$ cat src/rtl/uart_pkg.sv
// Shared definitions for the oversampling UART receiver: FSM states,
// oversampling constants and the bit-timing divisor helper.
package uart_pkg;

    // Sample ticks per bit period; the receiver is built around 16x only.
    localparam int OVERSAMPLE = 16;

    // Mid-bit sample positions used for the 2-of-3 majority vote.
    localparam int SAMPLE_MID_LO = 7;
    localparam int SAMPLE_MID    = 8;
    localparam int SAMPLE_MID_HI = 9;

    typedef enum logic [2:0] {
        IDLE,
        START,
        DATA,
        STOP,
        BREAK
    } rx_state_e;

    // Clock cycles per oversample tick. A divisor below 16 would give zero,
    // which is forced to one so the tick counter still advances.
    function automatic logic [31:0] tick_div_of(input logic [31:0] clk_div);
        return ((clk_div >> 4) == 32'd0) ? 32'd1 : (clk_div >> 4);
    endfunction

endpackage

$ cat src/rtl/uart_rx_tick_gen.sv
// Oversample tick generator: latches the divisor at the start edge, then
// produces one tick every tick_div clocks and the sample position in the bit.
module uart_rx_tick_gen
    import uart_pkg::*;
#(
    parameter  int OVERSAMPLE = 16,
    localparam int IDX_W      = $clog2(OVERSAMPLE)
) (
    input  logic             clk,
    input  logic             rst_n,
    input  logic             start,
    input  logic [31:0]      clk_div,
    output logic             tick,
    output logic [IDX_W-1:0] sample_idx
);

    logic [31:0] tick_div_q;
    logic [31:0] tick_cnt_q;

    // Tick on the last count of the latched divisor.
    assign tick = (tick_cnt_q == tick_div_q - 32'd1);

    // Latch the divisor on start, count clocks into ticks and ticks into sample positions.
    always_ff @(posedge clk or negedge rst_n) begin
        // NOTE: sequential state uses non-blocking assignments so every flop
        // samples the pre-edge values regardless of statement order.
        if (!rst_n) begin
            tick_div_q <= 32'd1;
            tick_cnt_q <= '0;
            sample_idx <= '0;
        end else if (start) begin
            // A divisor change after this point has no effect on the frame.
            tick_div_q <= tick_div_of(clk_div);
            tick_cnt_q <= '0;
            sample_idx <= '0;
        end else if (tick) begin
            tick_cnt_q <= '0;
            // OVERSAMPLE is a power of two, so 15 -> 0 wraps at the bit boundary.
            sample_idx <= sample_idx + 1'b1;
        end else begin
            tick_cnt_q <= tick_cnt_q + 32'd1;
        end
    end

endmodule

$ cat src/rtl/uart_rx_oversample.sv
// 16x-oversampling UART receiver feeding the rx byte FIFO. Synchronises the
// pad input, majority-votes every bit and reports a good byte, a framing
// error or an overrun as a single-cycle pulse.
module uart_rx_oversample
    import uart_pkg::*;
#(
    parameter int OVERSAMPLE  = uart_pkg::OVERSAMPLE,
    parameter int SYNC_STAGES = 2
) (
    input  logic        clk,
    input  logic        rst_n,
    input  logic [31:0] clk_div,
    input  logic        rx,
    input  logic        fifo_full,
    output logic [7:0]  rx_data,
    output logic        rx_valid,
    output logic        frame_err,
    output logic        overrun,
    output logic        busy
);

    localparam int IDX_W = $clog2(OVERSAMPLE);
    localparam logic [IDX_W-1:0] IDX_LO  = IDX_W'(SAMPLE_MID_LO);
    localparam logic [IDX_W-1:0] IDX_MID = IDX_W'(SAMPLE_MID);
    localparam logic [IDX_W-1:0] IDX_HI  = IDX_W'(SAMPLE_MID_HI);

    logic [SYNC_STAGES-1:0] sync_q;
    logic                   rx_sync;
    logic                   rx_prev_q;
    logic                   start_edge;
    logic                   tick;
    logic [IDX_W-1:0]       sample_idx;
    logic [1:0]             vote_q;
    logic                   resolve;
    logic                   majority;
    rx_state_e              state_q;
    logic [2:0]             bit_cnt_q;
    logic [7:0]             shift_q;

    // Bring the asynchronous pad into the clk domain.
    always_ff @(posedge clk or negedge rst_n) begin
        // NOTE: the synchroniser resets to all ones (idle line) so leaving
        // reset can never look like a falling start edge.
        if (!rst_n) begin
            sync_q <= '1;
        end else begin
            sync_q <= {sync_q[SYNC_STAGES-2:0], rx};
        end
    end

    assign rx_sync = sync_q[SYNC_STAGES-1];

    // Previous synced level for falling-edge detection.
    always_ff @(posedge clk or negedge rst_n) begin
        if (!rst_n) begin
            rx_prev_q <= 1'b1;
        end else begin
            rx_prev_q <= rx_sync;
        end
    end

    assign start_edge = (state_q == IDLE) && rx_prev_q && !rx_sync;

    uart_rx_tick_gen #(
        .OVERSAMPLE (OVERSAMPLE)
    ) u_tick_gen (
        .clk        (clk),
        .rst_n      (rst_n),
        .start      (start_edge),
        .clk_div    (clk_div),
        .tick       (tick),
        .sample_idx (sample_idx)
    );

    // Capture the first two mid-bit samples; the third is taken live at resolve time.
    always_ff @(posedge clk or negedge rst_n) begin
        if (!rst_n) begin
            vote_q <= '0;
        end else if (tick && (sample_idx == IDX_LO)) begin
            vote_q[0] <= rx_sync;
        end else if (tick && (sample_idx == IDX_MID)) begin
            vote_q[1] <= rx_sync;
        end
    end

    assign resolve  = tick && (sample_idx == IDX_HI);
    assign majority = (vote_q[0] & vote_q[1]) |
                      (vote_q[0] & rx_sync)   |
                      (vote_q[1] & rx_sync);

    // Frame state machine with registered byte and pulse outputs.
    always_ff @(posedge clk or negedge rst_n) begin
        if (!rst_n) begin
            state_q   <= IDLE;
            bit_cnt_q <= '0;
            shift_q   <= '0;
            rx_data   <= '0;
            rx_valid  <= 1'b0;
            frame_err <= 1'b0;
            overrun   <= 1'b0;
        end else begin
            // NOTE: pulses default low every cycle, so each one lasts exactly
            // one clock whatever the tick rate.
            rx_valid  <= 1'b0;
            frame_err <= 1'b0;
            overrun   <= 1'b0;

            case (state_q)
                IDLE: begin
                    if (start_edge) begin
                        state_q <= START;
                    end
                end

                START: begin
                    if (resolve) begin
                        bit_cnt_q <= '0;
                        // A high majority means the low level was only a glitch.
                        state_q   <= majority ? IDLE : DATA;
                    end
                end

                DATA: begin
                    if (resolve) begin
                        shift_q   <= {majority, shift_q[7:1]};
                        bit_cnt_q <= bit_cnt_q + 3'd1;
                        if (bit_cnt_q == 3'd7) begin
                            state_q <= STOP;
                        end
                    end
                end

                STOP: begin
                    if (resolve) begin
                        if (!majority) begin
                            frame_err <= 1'b1;
                            state_q   <= BREAK;
                        end else if (fifo_full) begin
                            overrun <= 1'b1;
                            state_q <= IDLE;
                        end else begin
                            rx_data  <= shift_q;
                            rx_valid <= 1'b1;
                            state_q  <= IDLE;
                        end
                    end
                end

                BREAK: begin
                    // Hold off until the line idles so a stuck-low line cannot retrigger.
                    if (rx_sync) begin
                        state_q <= IDLE;
                    end
                end

                default: begin
                    state_q <= IDLE;
                end
            endcase
        end
    end

    assign busy = (state_q != IDLE);

endmodule

$ cat config.mk
export PLATFORM = sky130hd
export DESIGN_NAME = uart_rx_oversample
export DESIGN_NICKNAME = d
export VERILOG_FILES = /design/src/rtl/uart_pkg.sv /design/src/rtl/uart_rx_tick_gen.sv /design/src/rtl/uart_rx_oversample.sv
export SDC_FILE = /design/constraint.sdc
export NUM_CORES = 1
export LEC_CHECK = 0
export BUFFER_PORTS_ARGS = -buffer_cell sky130_fd_sc_hd__buf_2
export CORE_MARGIN = 2
export CORE_UTILIZATION = 45
export DETAILED_ROUTE_END_ITERATION = 8
export GPL_ROUTABILITY_DRIVEN = 1
export PLACE_DENSITY = 0.75
export SLEW_MARGIN = 20
export SYNTH_ARGS = -nofsm -noshare
export SYNTH_HDL_FRONTEND = slang
export SYNTH_SLANG_ARGS = --single-unit
$ cat constraint.sdc
create_clock -name clk -period 5.1 [get_ports clk]
set_input_delay 1.02 -clock clk [delete_from_list [all_inputs] [get_ports clk]]
set_output_delay 1.02 -clock clk [all_outputs]
set_load 0.05 [all_outputs]
==> qor.csv <==
stage,metric,value,unit
clocking,H-Tree Level Count,3,
setup_path,worst setup path startpoint,u_tick_gen.tick_div_q[6],
setup_path,Worst path max stage delay,710,ps
synthesis,post-synthesis mux area share,8.890,%
sta,worst clock skew,5.607,ps
power,combinational fraction of design power,18.9,%
routing,vias per std cell,5.999,
clocking,# Post-CTS Setup Buffers,0,
clocking,CTS tree,built,
floorplan,Die Wd,113.9,um
global_route,first-pass GRT wire length,20400,um
setup_path,crit path launch type,flop,
floorplan,Initial Util,45.61,%
global_route,largest net degree at the start of global routing,58,
setup_path,Setup CP Type,reg2reg,
routing,via count,4415,
floorplan,Core ar.,0.01191,sq mm
routing,post-route ant nets,0,
setup_path,R2R Setup Slk,710,ps
sta,Rel. slew slack,40.41,%
synthesis,syn_nets,593,
worst_hold_path,hold depth,0,
setup_path,Slowest cell on crit path,or4b_2,
worst_hold_path,Hold EP,sync_q[1],
flow_run,Max-cap violations,0,
clocking,clk buf depth,2,
synthesis,Syn. warnings,0,
synthesis,Synth Area in Simple Gates,24.85,%
routing,DRC violations left,0,
sta,Hold WS,356.7,ps
place,placed inst area,0.005766,sq mm
synthesis,Synth area leaders,"dfrtp_1 (41%), mux2_2 (8.5%), xnor2_1 (6.4%)",
finish,synthesis-to-finish area growth,12.57,%
floorplan,I/O pin count,48,
sta,final worst path period need,4394,ps
power,peak supply drop,0.1580,mV
routing,drt initial violations,261,
setup_path,Top delay family on crit path,simple AND/OR/NAND/NOR gates,
synthesis,Synth async-reset ratio,100.0,%
synthesis,Mean Syn Cell Area,9.878,sq um
worst_hold_path,hold path startpoint,sync_q[0],
finish,fin area,0.006116,sq mm
power,Leak Pwr,2.570,nW
setup_path,R2R depth,8,
synthesis,Unique masters post-synth,60,
floorplan,area of the die,0.01297,sq mm
sta,final hold viol count,0,
setup_path,CP required,5340,ps
floorplan,die height,113.9,um
setup_path,CP max FO,9,
finish,layout cells sized above 1,20.88,%
sta,Setup-failing EPs final,0,
clocking,# resized after CTS,0,
setup_path,Buffers & Inverters on Critical Path,0,
clocking,CTS Root Cell,clkbuf_16,
synthesis,Mapped Cells,550,
synthesis,largest family of logic cells by synthesized area,simple AND/OR/NAND/NOR gates,
synthesis,mapped cell area,0.005433,sq mm
power,clock share of power,37.2,%
global_route,overall routing resource usage,19.80,%
sta,unrepaired setup endpoints after global routing,no,
worst_hold_path,type of the worst min-delay path,reg2reg,
setup_path,CP Data Arrival Time,4630,ps
place,Port-buffer cells,43,
synthesis,Synth area leader,dfrtp_1,
clocking,"CTS clk-pin slew, worst paths",70,ps
finish,NumNets Final,627,
synthesis,Yosys top cell area share,41.46,%
routing,Routed wire per std cell,16.85,um
clocking,# hold bufs at CTS,0,
global_route,total grt overflow,0,
power,Tot Pwr,2.112,mW
power,Pint,1.488,mW
setup_path,R2R Path End,rx_data[6],
synthesis,Post-Synth Adder-Cell Area,1.796,%
sta,top achievable clock speed,227.6,MHz
global_route,initial antenna violation count,0,
setup_path,Setup crit end kind,flop,
floorplan,Cell Rows,40,
synthesis,main flop type after synthesis,dfrtp_1,
outcome,outcome,"complete, no violations",
sta,worst-margin pin slew,891.7,ps
synthesis,Post-synth EDFFs,0,
setup_path,CP Cell Sequence,nor3_1 -> nand4_1 -> nor4_1 -> nor2_1 -> or4b_2 -> nor4b_4 -> nand3_1 -> mux2_2,
sta,Tcrit/Tclk final,86.16,%
place,Cells after DPL,720,
place,DP Wirelength,8937,um
power,Seq pwr share,43.9,%
sta,Slew Limit Fails,0,
synthesis,#FFs+latches synth,94,
routing,drt first pass iters,5,
synthesis,xor-xnor portion of the synthesized cell area,9.834,%
setup_path,reg2reg start,u_tick_gen.tick_div_q[6],
sta,setup TNS,0,ps
finish,"Cell Count, Final, Fillers Out",736,
power,PD cells,345.3,mW/mm^2
clocking,worst skew pair latency,350,ps
clocking,clock sinks,94,
finish,Ant. Diodes,0,
clocking,Num CTS Buffers,9,
synthesis,compound-cell area share of the yosys netlist,8.176,%
global_route,vias in the first global route,4215,
place,Final Wtd Congestion,0.8766,
power,Sw Share,29.53,%
synthesis,"Seq/Total Area, Yosys",43.39,%
power,Psw,623.5,uW
routing,"wirelength, routed",12400,um
[Yosys cell counts, types with 4 or more instances]
library cell	count
mux2_2	41
nor3_1	50
nor4_1	20
buf_2	4
a31oi_1	6
clkbuf_1	18
dfrtp_1	90
nand2b_1	7
dfstp_2	4
o31ai_1	4
nand2_1	30
or4_1	7
o21ai_0	21
and4_1	6
a211oi_1	4
nand4_1	13
nand3b_1	7
and3_1	9
nor2b_1	5
nand3_1	22
inv_1	18
ha_1	7
nor2_1	33
or3_1	6
a21oi_1	6
and2_1	4
xor2_1	21
xnor2_1	40
[final cells by class]
type	count	area, sq um
Fill cell	1063	5796
Multi-Input combinational cell	415	2917
Sequential cell	94	2357
Timing Repair Buffer	46	240.2
Clock buffer	9	225.2
Tap cell	147	183.9
Clock inverter	7	125.1
Inverter	18	67.56
[power groups by stage]
stage	Combinational, mW	Clock, mW	Sequential (mW)
floorplan	0.326	0	0.890
global placement	0.378	0	0.934
detailed placement	0.393	0	0.939
CTS	0.397	0.794	0.925
global route	0.440	0.829	0.941
finish	0.399	0.785	0.928
[worst max-delay path by stage]
stage	to	slack, ps	cells past startpoint
global placement	rx_data[5]	840	8
CTS	rx_data[2]	770	8
global route	rx_data[0]	400	8
floorplan	vote_q[0]	1300	10
detailed placement	rx_data[6]	800	8
finish	rx_data[6]	710	8
[flip-flops by register name, summed over array words and instances, names as in the netlist]
register               count
u_tick_gen.tick_cnt_q     32
u_tick_gen.tick_div_q     28
rx_data                    8
shift_q                    8
u_tick_gen.sample_idx      4
bit_cnt_q                  3
state_q                    3
sync_q                     2
vote_q                     2
frame_err                  1
overrun                    1
rx_prev_q                  1
rx_valid                   1
[placed cells by master, fill, tap and decap left out, types with 21 or more instances in the layout]
cell	count
nand3_1	22
dfrtp_1	90
nand2_1	30
o21ai_0	21
xnor2_1	40
buf_2	42
mux2_2	41
nor2_1	32
xor2_1	21
nor3_1	50
[kinds of logic after synthesis]
| logic type | count (synthesis) |
|---|---|
| and+or+nand+nor | 238 |
| muxes | 43 |
| DFF | 94 |
| AOI/OAI and AO/OA | 65 |
| adders and majority gates | 8 |
| xor gates and xnor gates | 61 |
| buffers and inverters | 41 |
[worst reg2reg max path, stage by stage, from the launching register on]
cell	delay [ps]
dfrtp_1	440
nor3_1	670
nand4_1	520
nor4_1	480
nor2_1	70
or4b_2	710
nor4b_4	520
nand3_1	460
mux2_2	410
[layer usage]
layer  GRT usage (%)  routed length, um  vias to the layer above  share of wire, %
met4           9.431                301                        0               2.4
li1                -                  -                     2089                 -
met3           3.135                568                       24               4.6
met1           25.91               5512                     2176                44
met5               0                  0                        -                 0
met2           32.34               6021                      126                49
[metrics by stage]
step / utilization [%] / setup slack (ps)
floorplan: - / 1296
global placement: 48.40 / 838.0
detailed placement: 48.40 / 802.9
CTS: 51.34 / 767.9
global route: 51.34 / 404.2
finish: 51.34 / 706.1
Power figures use the tool's default switching activity.
